**src/rtl/data_memory_arbiter_pkg.sv**
```systemverilog
// rtl/data_memory_arbiter_pkg.sv - shared widths and FSM encoding for the data memory arbiter
package data_memory_arbiter_pkg;

    localparam int ADDR_W_DEF = 5;
    localparam int DATA_W_DEF = 8;

    typedef enum logic [1:0] {
        ST_IDLE   = 2'd0,
        ST_ISSUE  = 2'd1,
        ST_STROBE = 2'd2,
        ST_RESP   = 2'd3
    } state_t;

endpackage

```
**src/rtl/data_memory_arbiter_if.sv**
```systemverilog
// rtl/data_memory_arbiter_if.sv - requester handshakes and memory bus of the arbiter
interface data_memory_arbiter_if #(
    parameter int ADDR_W = data_memory_arbiter_pkg::ADDR_W_DEF,
    parameter int DATA_W = data_memory_arbiter_pkg::DATA_W_DEF
) ();

    logic              req0, req1;
    logic              we0, we1;
    logic [ADDR_W-1:0] addr0, addr1;
    logic [DATA_W-1:0] wdata0, wdata1;
    logic              ack0, ack1;
    logic [DATA_W-1:0] rdata0, rdata1;
    logic              busy;
    logic              mem_state;
    logic [ADDR_W-1:0] mem_addr;
    logic [DATA_W-1:0] mem_wdata;
    logic              mem_read, mem_write;
    logic [DATA_W-1:0] mem_rdata;

    modport slave (
        input  req0, req1, we0, we1, addr0, addr1, wdata0, wdata1, mem_rdata,
        output ack0, ack1, rdata0, rdata1, busy,
               mem_state, mem_addr, mem_wdata, mem_read, mem_write
    );

    modport master (
        output req0, req1, we0, we1, addr0, addr1, wdata0, wdata1, mem_rdata,
        input  ack0, ack1, rdata0, rdata1, busy,
               mem_state, mem_addr, mem_wdata, mem_read, mem_write
    );

endinterface

```
**src/rtl/data_memory_arbiter_rr_pick2.sv**
```systemverilog
// rtl/data_memory_arbiter_rr_pick2.sv - combinational 2-way round-robin picker
module rr_pick2 (
    input  logic [1:0] req,
    input  logic       last,
    output logic       gnt_id,
    output logic       valid
);

    always_comb begin
        valid  = |req;
        gnt_id = 1'b0;
        case (req)
            2'b10:   gnt_id = 1'b1;
            2'b11:   gnt_id = ~last;   // contention: whoever was not granted last
            default: gnt_id = 1'b0;
        endcase
    end

endmodule

```
**src/rtl/data_memory_arbiter.sv**
```systemverilog
// rtl/data_memory_arbiter.sv - two-requester round-robin arbiter onto a strobed memory
module data_memory_arbiter
    import data_memory_arbiter_pkg::*;
#(
    parameter int ADDR_W = ADDR_W_DEF,
    parameter int DATA_W = DATA_W_DEF
) (
    input  logic                  CLK,
    input  logic                  RST,
    data_memory_arbiter_if.slave  bus
);

    state_t            state_q, state_d;
    logic              id_q, id_d;
    logic              we_q, we_d;
    logic              last_q, last_d;
    logic              ack0_q, ack0_d, ack1_q, ack1_d;
    logic              busy_q, busy_d;
    logic              mem_state_q, mem_state_d;
    logic              mem_read_q, mem_read_d, mem_write_q, mem_write_d;
    logic [ADDR_W-1:0] mem_addr_q, mem_addr_d;
    logic [DATA_W-1:0] mem_wdata_q, mem_wdata_d;
    logic [DATA_W-1:0] rdata0_q, rdata0_d, rdata1_q, rdata1_d;
    logic              gnt_id, gnt_valid;

    rr_pick2 u_pick (
        .req    ({bus.req1, bus.req0}),
        .last   (last_q),
        .gnt_id (gnt_id),
        .valid  (gnt_valid)
    );

    always_ff @(posedge CLK or posedge RST) begin
        if (RST) begin
            state_q     <= ST_IDLE;
            id_q        <= 1'b0;
            we_q        <= 1'b0;
            last_q      <= 1'b1;
            ack0_q      <= 1'b0;
            ack1_q      <= 1'b0;
            busy_q      <= 1'b0;
            mem_state_q <= 1'b0;
            mem_read_q  <= 1'b0;
            mem_write_q <= 1'b0;
            mem_addr_q  <= '0;
            mem_wdata_q <= '0;
            rdata0_q    <= '0;
            rdata1_q    <= '0;
        end else begin
            state_q     <= state_d;
            id_q        <= id_d;
            we_q        <= we_d;
            last_q      <= last_d;
            ack0_q      <= ack0_d;
            ack1_q      <= ack1_d;
            busy_q      <= busy_d;
            mem_state_q <= mem_state_d;
            mem_read_q  <= mem_read_d;
            mem_write_q <= mem_write_d;
            mem_addr_q  <= mem_addr_d;
            mem_wdata_q <= mem_wdata_d;
            rdata0_q    <= rdata0_d;
            rdata1_q    <= rdata1_d;
        end
    end

    always_comb begin
        state_d = state_q;
        case (state_q)
            ST_IDLE:   if (gnt_valid) state_d = ST_ISSUE;
            ST_ISSUE:  state_d = ST_STROBE;
            ST_STROBE: state_d = ST_RESP;
            ST_RESP:   state_d = ST_IDLE;
            default:   state_d = ST_IDLE;
        endcase
    end

    // Every output flop is loaded from the state being entered, so outputs
    // line up with the state they belong to without a comb path to the pins.
    always_comb begin
        id_d        = id_q;
        we_d        = we_q;
        last_d      = last_q;
        ack0_d      = 1'b0;
        ack1_d      = 1'b0;
        busy_d      = (state_d != ST_IDLE);
        mem_state_d = 1'b0;
        mem_read_d  = 1'b0;
        mem_write_d = 1'b0;
        mem_addr_d  = mem_addr_q;
        mem_wdata_d = mem_wdata_q;
        rdata0_d    = rdata0_q;
        rdata1_d    = rdata1_q;
        case (state_q)
            ST_IDLE: begin
                if (gnt_valid) begin
                    id_d        = gnt_id;
                    last_d      = gnt_id;
                    we_d        = gnt_id ? bus.we1 : bus.we0;
                    mem_addr_d  = gnt_id ? bus.addr1 : bus.addr0;
                    mem_wdata_d = gnt_id ? bus.wdata1 : bus.wdata0;
                    mem_read_d  = ~we_d;
                    mem_write_d = we_d;
                end
            end
            ST_ISSUE: begin
                mem_state_d = 1'b1;
                mem_read_d  = mem_read_q;
                mem_write_d = mem_write_q;
            end
            ST_STROBE: begin
                ack0_d = ~id_q;
                ack1_d = id_q;
                if (!we_q) begin
                    if (id_q) rdata1_d = bus.mem_rdata;
                    else      rdata0_d = bus.mem_rdata;
                end
            end
            default: ;
        endcase
    end

    assign bus.ack0      = ack0_q;
    assign bus.ack1      = ack1_q;
    assign bus.busy      = busy_q;
    assign bus.mem_state = mem_state_q;
    assign bus.mem_read  = mem_read_q;
    assign bus.mem_write = mem_write_q;
    assign bus.mem_addr  = mem_addr_q;
    assign bus.mem_wdata = mem_wdata_q;
    assign bus.rdata0    = rdata0_q;
    assign bus.rdata1    = rdata1_q;

endmodule

```
**src/flat_wrapper.sv**
```systemverilog
// flat-port wrapper written by rule: the top's interface ports become plain ports
module data_memory_arbiter_flat import data_memory_arbiter_pkg::*;
#(
    parameter int ADDR_W = ADDR_W_DEF,
    parameter int DATA_W = DATA_W_DEF
)
  (CLK, RST, bus_req0, bus_req1, bus_we0, bus_we1, bus_addr0, bus_addr1, bus_wdata0, bus_wdata1, bus_mem_rdata, bus_ack0, bus_ack1, bus_rdata0, bus_rdata1, bus_busy, bus_mem_state, bus_mem_addr, bus_mem_wdata, bus_mem_read, bus_mem_write);
  data_memory_arbiter_if #(.ADDR_W(ADDR_W), .DATA_W(DATA_W)) bus_i ();
  input  logic CLK;
  input  logic RST;
  input wire logic [$bits(bus_i.req0)-1:0] bus_req0;
  input wire logic [$bits(bus_i.req1)-1:0] bus_req1;
  input wire logic [$bits(bus_i.we0)-1:0] bus_we0;
  input wire logic [$bits(bus_i.we1)-1:0] bus_we1;
  input wire logic [$bits(bus_i.addr0)-1:0] bus_addr0;
  input wire logic [$bits(bus_i.addr1)-1:0] bus_addr1;
  input wire logic [$bits(bus_i.wdata0)-1:0] bus_wdata0;
  input wire logic [$bits(bus_i.wdata1)-1:0] bus_wdata1;
  input wire logic [$bits(bus_i.mem_rdata)-1:0] bus_mem_rdata;
  output wire logic [$bits(bus_i.ack0)-1:0] bus_ack0;
  output wire logic [$bits(bus_i.ack1)-1:0] bus_ack1;
  output wire logic [$bits(bus_i.rdata0)-1:0] bus_rdata0;
  output wire logic [$bits(bus_i.rdata1)-1:0] bus_rdata1;
  output wire logic [$bits(bus_i.busy)-1:0] bus_busy;
  output wire logic [$bits(bus_i.mem_state)-1:0] bus_mem_state;
  output wire logic [$bits(bus_i.mem_addr)-1:0] bus_mem_addr;
  output wire logic [$bits(bus_i.mem_wdata)-1:0] bus_mem_wdata;
  output wire logic [$bits(bus_i.mem_read)-1:0] bus_mem_read;
  output wire logic [$bits(bus_i.mem_write)-1:0] bus_mem_write;
  assign bus_i.req0 = bus_req0;
  assign bus_i.req1 = bus_req1;
  assign bus_i.we0 = bus_we0;
  assign bus_i.we1 = bus_we1;
  assign bus_i.addr0 = bus_addr0;
  assign bus_i.addr1 = bus_addr1;
  assign bus_i.wdata0 = bus_wdata0;
  assign bus_i.wdata1 = bus_wdata1;
  assign bus_i.mem_rdata = bus_mem_rdata;
  assign bus_ack0 = bus_i.ack0;
  assign bus_ack1 = bus_i.ack1;
  assign bus_rdata0 = bus_i.rdata0;
  assign bus_rdata1 = bus_i.rdata1;
  assign bus_busy = bus_i.busy;
  assign bus_mem_state = bus_i.mem_state;
  assign bus_mem_addr = bus_i.mem_addr;
  assign bus_mem_wdata = bus_i.mem_wdata;
  assign bus_mem_read = bus_i.mem_read;
  assign bus_mem_write = bus_i.mem_write;
  data_memory_arbiter #(.ADDR_W(ADDR_W), .DATA_W(DATA_W)) u_core (.CLK(CLK), .RST(RST), .bus(bus_i));
endmodule
```
**config.mk**
```make
export PLATFORM = sky130hd
export DESIGN_NAME = data_memory_arbiter_flat
export DESIGN_NICKNAME = d
export VERILOG_FILES = /design/src/rtl/data_memory_arbiter_pkg.sv /design/src/rtl/data_memory_arbiter_if.sv /design/src/rtl/data_memory_arbiter_rr_pick2.sv /design/src/rtl/data_memory_arbiter.sv /design/src/flat_wrapper.sv
export SDC_FILE = /design/constraint.sdc
export NUM_CORES = 1
export LEC_CHECK = 0
export CORE_UTILIZATION = 55
export DETAILED_ROUTE_END_ITERATION = 8
export DONT_BUFFER_PORTS = 1
export PLACE_DENSITY_LB_ADDON = 0.25
export SYNTH_ARGS = -nofsm -noshare
export SYNTH_HDL_FRONTEND = slang
export SYNTH_SLANG_ARGS = --single-unit
export TNS_END_PERCENT = 10
```
**constraint.sdc**
```tcl
create_clock -name CLK -period 1.87 [get_ports CLK]
set_input_delay 0.374 -clock CLK [delete_from_list [all_inputs] [get_ports CLK]]
set_output_delay 0.374 -clock CLK [all_outputs]
set_load 0.005 [all_outputs]
```
; Yosys cells after proc, flatten, opt, wreduce, memory -nomap -nowiden
; Index checks and enable logic that the tools add are counted.
[totals]
register_bits = 40
output_inout_bits = 35
[classes]
eq_ne = 5
mux = 13
bitwise = 4
reduce_logical = 6
[op_table]
columns = op, count
row1 = equality test 2 bit (second input constant), 4
row2 = 2-to-1 mux 8 bit, 1
row3 = one-hot mux 2 bit (4 select lines), 1
row4 = 2-to-1 mux 1 bit, 6
row5 = one-hot mux 1 bit (2 select lines), 3
row6 = AND reduction 3 bit, 2
row7 = 2-to-1 mux 5 bit, 1
row8 = NOT 1 bit, 4
row9 = equality test 2 x 1 -> 1 bit (second input constant), 1
row10 = logical NOT 2 bit, 1
row11 = 2-to-1 mux 2 bit, 1
row12 = AND reduction 2 bit, 1
row13 = nonzero test 2 bit, 1
row14 = OR reduction 2 bit, 1

; Logic depth before layout (Yosys ltp)
[logic_depth]
depth_word = 6
mapped_depth = 6

; By module
; From an unflattened synthesis, not the netlist that was laid out.
[unflattened]
hier_cells = 133
area_unflattened_um2 = 1702.9
[modules_own_cells]
columns = mod, instances, cells_per_inst, area_per_inst_um2
row1 = data_memory_arbiter, 1, 131, 1689.1
row2 = rr_pick2, 1, 2, 13.8

; Worst setup path after synthesis
; OpenSTA, ideal clock, no wires.
[synth_path]
path_type = reg2reg
start = register u_core.state_q[0]
end = register u_core.rdata0_q[0], in the netlist u_core.bus.rdata0[0]
setup_ns = 0.125
t_arrival_ns = 1.401
required_ns = 1.745
slack_ns = 0.345
stages_incl_launch_ff = 5
period_less_slack_ns = 1.525
cell_sequence = dfrtp_1 inv_1 ha_1 nor3b_4 mux2_2
[synth_between]
elab_chain_len = 2
[synth_rtl]
columns = element, line_no
row1 = "start, declared", data_memory_arbiter.sv:13  ; state_t state_q, state_d;
row2 = "start signal, assigned", data_memory_arbiter.sv:50  ; state_q <= state_d;
row3 = equality test 2 bit, data_memory_arbiter.sv:94  ; case (state_q)
row4 = AND reduction 3 bit (no line), -
row5 = "end signal, assigned", data_memory_arbiter.sv:62  ; rdata0_q <= rdata0_d;
row6 = "end, declared", data_memory_arbiter.sv:23  ; logic [DATA_W-1:0] rdata0_q, rdata0_d, rdata1_q, rdata1_d;
; Every way passes these cells.
; A chain may end at the register's enable or synchronous reset.

; Worst setup path after layout
[layout_path]
start = register u_core.state_q[0]
end = register u_core.rdata0_q[7], in the netlist u_core.bus.rdata0[7]
; Same word-level chain as after synthesis.

==> impl_metrics.csv <==
group,metric,value,unit
clocking,ctsHtreeMaxLevel,2,
route,dr.pass1.iters,6,
sta,period_needed,1680,ps
clocking,postCtsHoldBufs,0,
power,p_clk_frac,0.180,
global_routing,grt.total_usage,0.177,
die,fp.dieH,57.2,um
clocking,postCtsSetupBuffers,0,
synthesis,synth_compound_area_frac,0.0733,
die,coreArea,0.00283,mm^2
clocking,numCtsBuffers,5,
power,intPower,2.03,mW
route,drt_wl_total,2.68,mm
power,seq_power_share,0.536,
synthesis,yosysWarningCount,0,
critical_path,cp-startpoint,"u_core.state_q[0]$_DFF_PP0_",
synthesis,synthMuxAreaShare,0.194,
power,switchingPower,1.00,mW
synthesis,synth_nets,173,
sta,slew_headroom,0.683,
route,routedWlPerCell,16.2,um
synthesis,synth-xor-area-share,0,
place,portBuffers,0,
route,ant_nets,0,
die,core.rowCount,19,
sta,hold_violations,0,
synthesis,synth_fa_ha_area_frac,0.0299,
power,switching_share,0.330,
cells_and_area,diodes,0,
critical_path,crit_path_start_kind,"flip-flop",
sta,max_freq,0.594,GHz
route,drt-initial-drc-count,36,
sta,worst_pin_slew,475,ps
clocking,root_buffer,"clkbuf_4",
global_routing,overflow,0,
critical_path,cp_max_fo,8,
sta,finalSetupTns,0,ps
cells_and_area,most-common-layout-cells,"dfrtp_1 (39), mux2_2 (16), nand2_1 (16), mux2i_1 (13), o21ai_1 (9)",
power,p_comb_frac,0.284,
clocking,path_clk_slew,110,ps
synthesis,ys_ff_latch,40,
synthesis,ys_seq_area_frac,0.599,
place,dpl.hpwl,2.00,mm
outcome,status,"finished with violations",
sta,drv_slew,0,
place,placed_cells,158,
critical_path,arrival,1920,ps
critical_path,path_class,"reg2reg",
outcome,violations,"design-rule violations",
clocking,cts_tree,"yes",
critical_path,reg2reg_from,"u_core.state_q[0]$_DFF_PP0_",
synthesis,syn-cell-area,0.00167,mm^2
die,start_util,0.591,
power,leakage,0.859,nW
die,num_io_pins,75,
global_routing,grt_max_degree,41,
sta,rsz0062_at_grt,"false",
cells_and_area,final_cells,166,
critical_path,end_kind,"flip-flop",
synthesis,avgSynthCellArea,13.0,um^2
global_routing,antenna_found_initial,0,
cells_and_area,fin_util,0.632,
power,p_per_area,1690,mW/mm^2
sta,skew,8.73,ps
die,dieArea,0.00327,mm^2
place,gp_congestion,0.711,
power,peakVddDrop,0.000820,V
critical_path,rr_worst_depth,4,
route,avgViaCountPerCell,5.75,
route,remaining_drc_errors,12,
critical_path,timing.rr.end,"u_core.bus.rdata0[7]$_DFFE_PP0P_",
hold_path,hold_path.class,"in2async",
sta,fin_ws,187,ps
synthesis,synth_top_family_by_area,"multiplexers",
die,die_x,57.2,um
critical_path,rrSetupSlack,190,ps
cells_and_area,nFillCells,223,
sta,whs,7.31,ps
clocking,cts_buffer_depth,2,
global_routing,first_global_vias,925,
global_routing,grt_first_pass_wirelength,4.25,mm
sta,fin_crit_sh,0.900,
clocking,cts_resized,0,
route,via_count,955,
cells_and_area,final_common_cell,"dfrtp_1",
cells_and_area,nNetsFinal,178,
sta,finalSetupViolations,0,
run,max-cap-violations,0,
clocking,cts.sinks,40,
synthesis,ys_types,25,
critical_path,endpoint,"u_core.bus.rdata0[7]$_DFFE_PP0P_",
clocking,clock_latency,350,ps
synthesis,synthSimpleGateAreaFrac,0.0726,
place,dp_slack,181,ps
critical_path,worst_ep_required_time,2110,ps
cells_and_area,drive_gt1_frac,0.237,
cells_and_area,area_growth,6.96,%
synthesis,netlist_instances,129,
==> routing by layer <==
layer,global-route usage,vias to the layer above,share of wire
li1,-,456,-
met1,0.204,441,0.40
met2,0.274,51,0.47
met3,0.0930,7,0.10
met4,0.0836,0,0.023
met5,0,-,0
==> cells by family (layout without fill, tap and decap cells) <==
family / after synthesis / in the layout
adder cells (fa/ha/maj): 4 / 4
multiplexers: 30 / 30
buffers and inverters: 9 / 15
flip-flops: 40 / 40
AO/OA/AOI/OAI: 22 / 22
AND/OR/NAND/NOR: 24 / 24
==> flip-flops by register name (all words and copies together), names as in the netlist <==
name,count
u_core.bus.rdata1,8
u_core.id_q,1
u_core.bus.mem_state,1
u_core.bus.ack1,1
u_core.bus.busy,1
u_core.bus.ack0,1
u_core.bus.mem_wdata,8
u_core.bus.mem_read,1
u_core.last_q,1
u_core.bus.mem_addr,5
u_core.state_q,2
u_core.we_q,1
u_core.bus.mem_write,1
u_core.bus.rdata0,8
==> per-stage QoR <==
step | instance area, um^2 | total power [mW]
global route | 1790 | 3.26
global placement | 1710 | 2.45
CTS | 1790 | 3.06
floorplan | 1670 | 2.30
finish | 1790 | 3.03
detailed placement | 1710 | 2.53
==> power groups by stage <==
| stage | Sequential (mW) | Combinational, mW | Clock, mW |
|---|---|---|---|
| floorplan | 1.56 | 0.743 | 0 |
| global route | 1.68 | 0.992 | 0.589 |
| finish | 1.62 | 0.860 | 0.546 |
| CTS | 1.63 | 0.880 | 0.557 |
| detailed placement | 1.64 | 0.883 | 0 |
| global placement | 1.63 | 0.820 | 0 |
==> critical path, cell delays in order, from the launching register on <==
cell	delay, ps
dfrtp_1	420
inv_1	120
ha_1	240
nor3b_4	430
mux2_2	390
==> Yosys cell counts, drive strengths merged <==
cell | instances | area (um^2)
nor2b | 1 | 6.26
inv | 4 | 15.0
o31ai | 1 | 7.51
clkbuf | 3 | 11.3
ha | 4 | 50.1
o21ai | 16 | 80.1
nor3b | 1 | 18.8
mux2i | 14 | 144
and2 | 1 | 6.26
mux2 | 16 | 180
nand3b | 1 | 11.3
dfrtp | 39 | 976
a31oi | 1 | 6.26
or2 | 1 | 6.26
nor2 | 2 | 7.51
dfstp | 1 | 26.3
nand2 | 16 | 60.1
a22o | 1 | 8.76
a21bo | 1 | 10.0
buf | 2 | 26.3
a21oi | 2 | 10.0
nor3 | 1 | 5.00
==> how the worst min path moves through the flow <==
| stage | endpoint | slack [ps] | cells after the start |
|---|---|---|---|
| 6_report | u_core.bus.rdata0[1]$_DFFE_PP0P_ | 7 | 2 |
| 5_1_grt | u_core.bus.mem_wdata[7]$_DFFE_PP0P_ | 50 | 2 |
| 4_1_cts | u_core.bus.mem_addr[0]$_DFFE_PP0P_ | 20 | 2 |
| 3_5_place_dp | u_core.bus.mem_addr[4]$_DFFE_PP0P_ | 410 | 2 |
| 3_3_place_gp | u_core.bus.mem_addr[4]$_DFFE_PP0P_ | 410 | 2 |
| 2_1_floorplan | u_core.last_q$_DFFE_PP1P_ | 440 | 1 |
==> final cells by class <==
cell class | count | area (um^2) | share of cell area
Inverter | 4 | 15.0 | 0.00839
Clock buffer | 6 | 41.3 | 0.0231
Tap cell | 31 | 38.8 | 0.0217
Multi-Input combinational cell | 80 | 622 | 0.348
Clock inverter | 2 | 35.0 | 0.0196
Timing Repair Buffer | 3 | 35.0 | 0.0196
Sequential cell | 40 | 1000 | 0.560
Power figures use the tool's default switching activity.
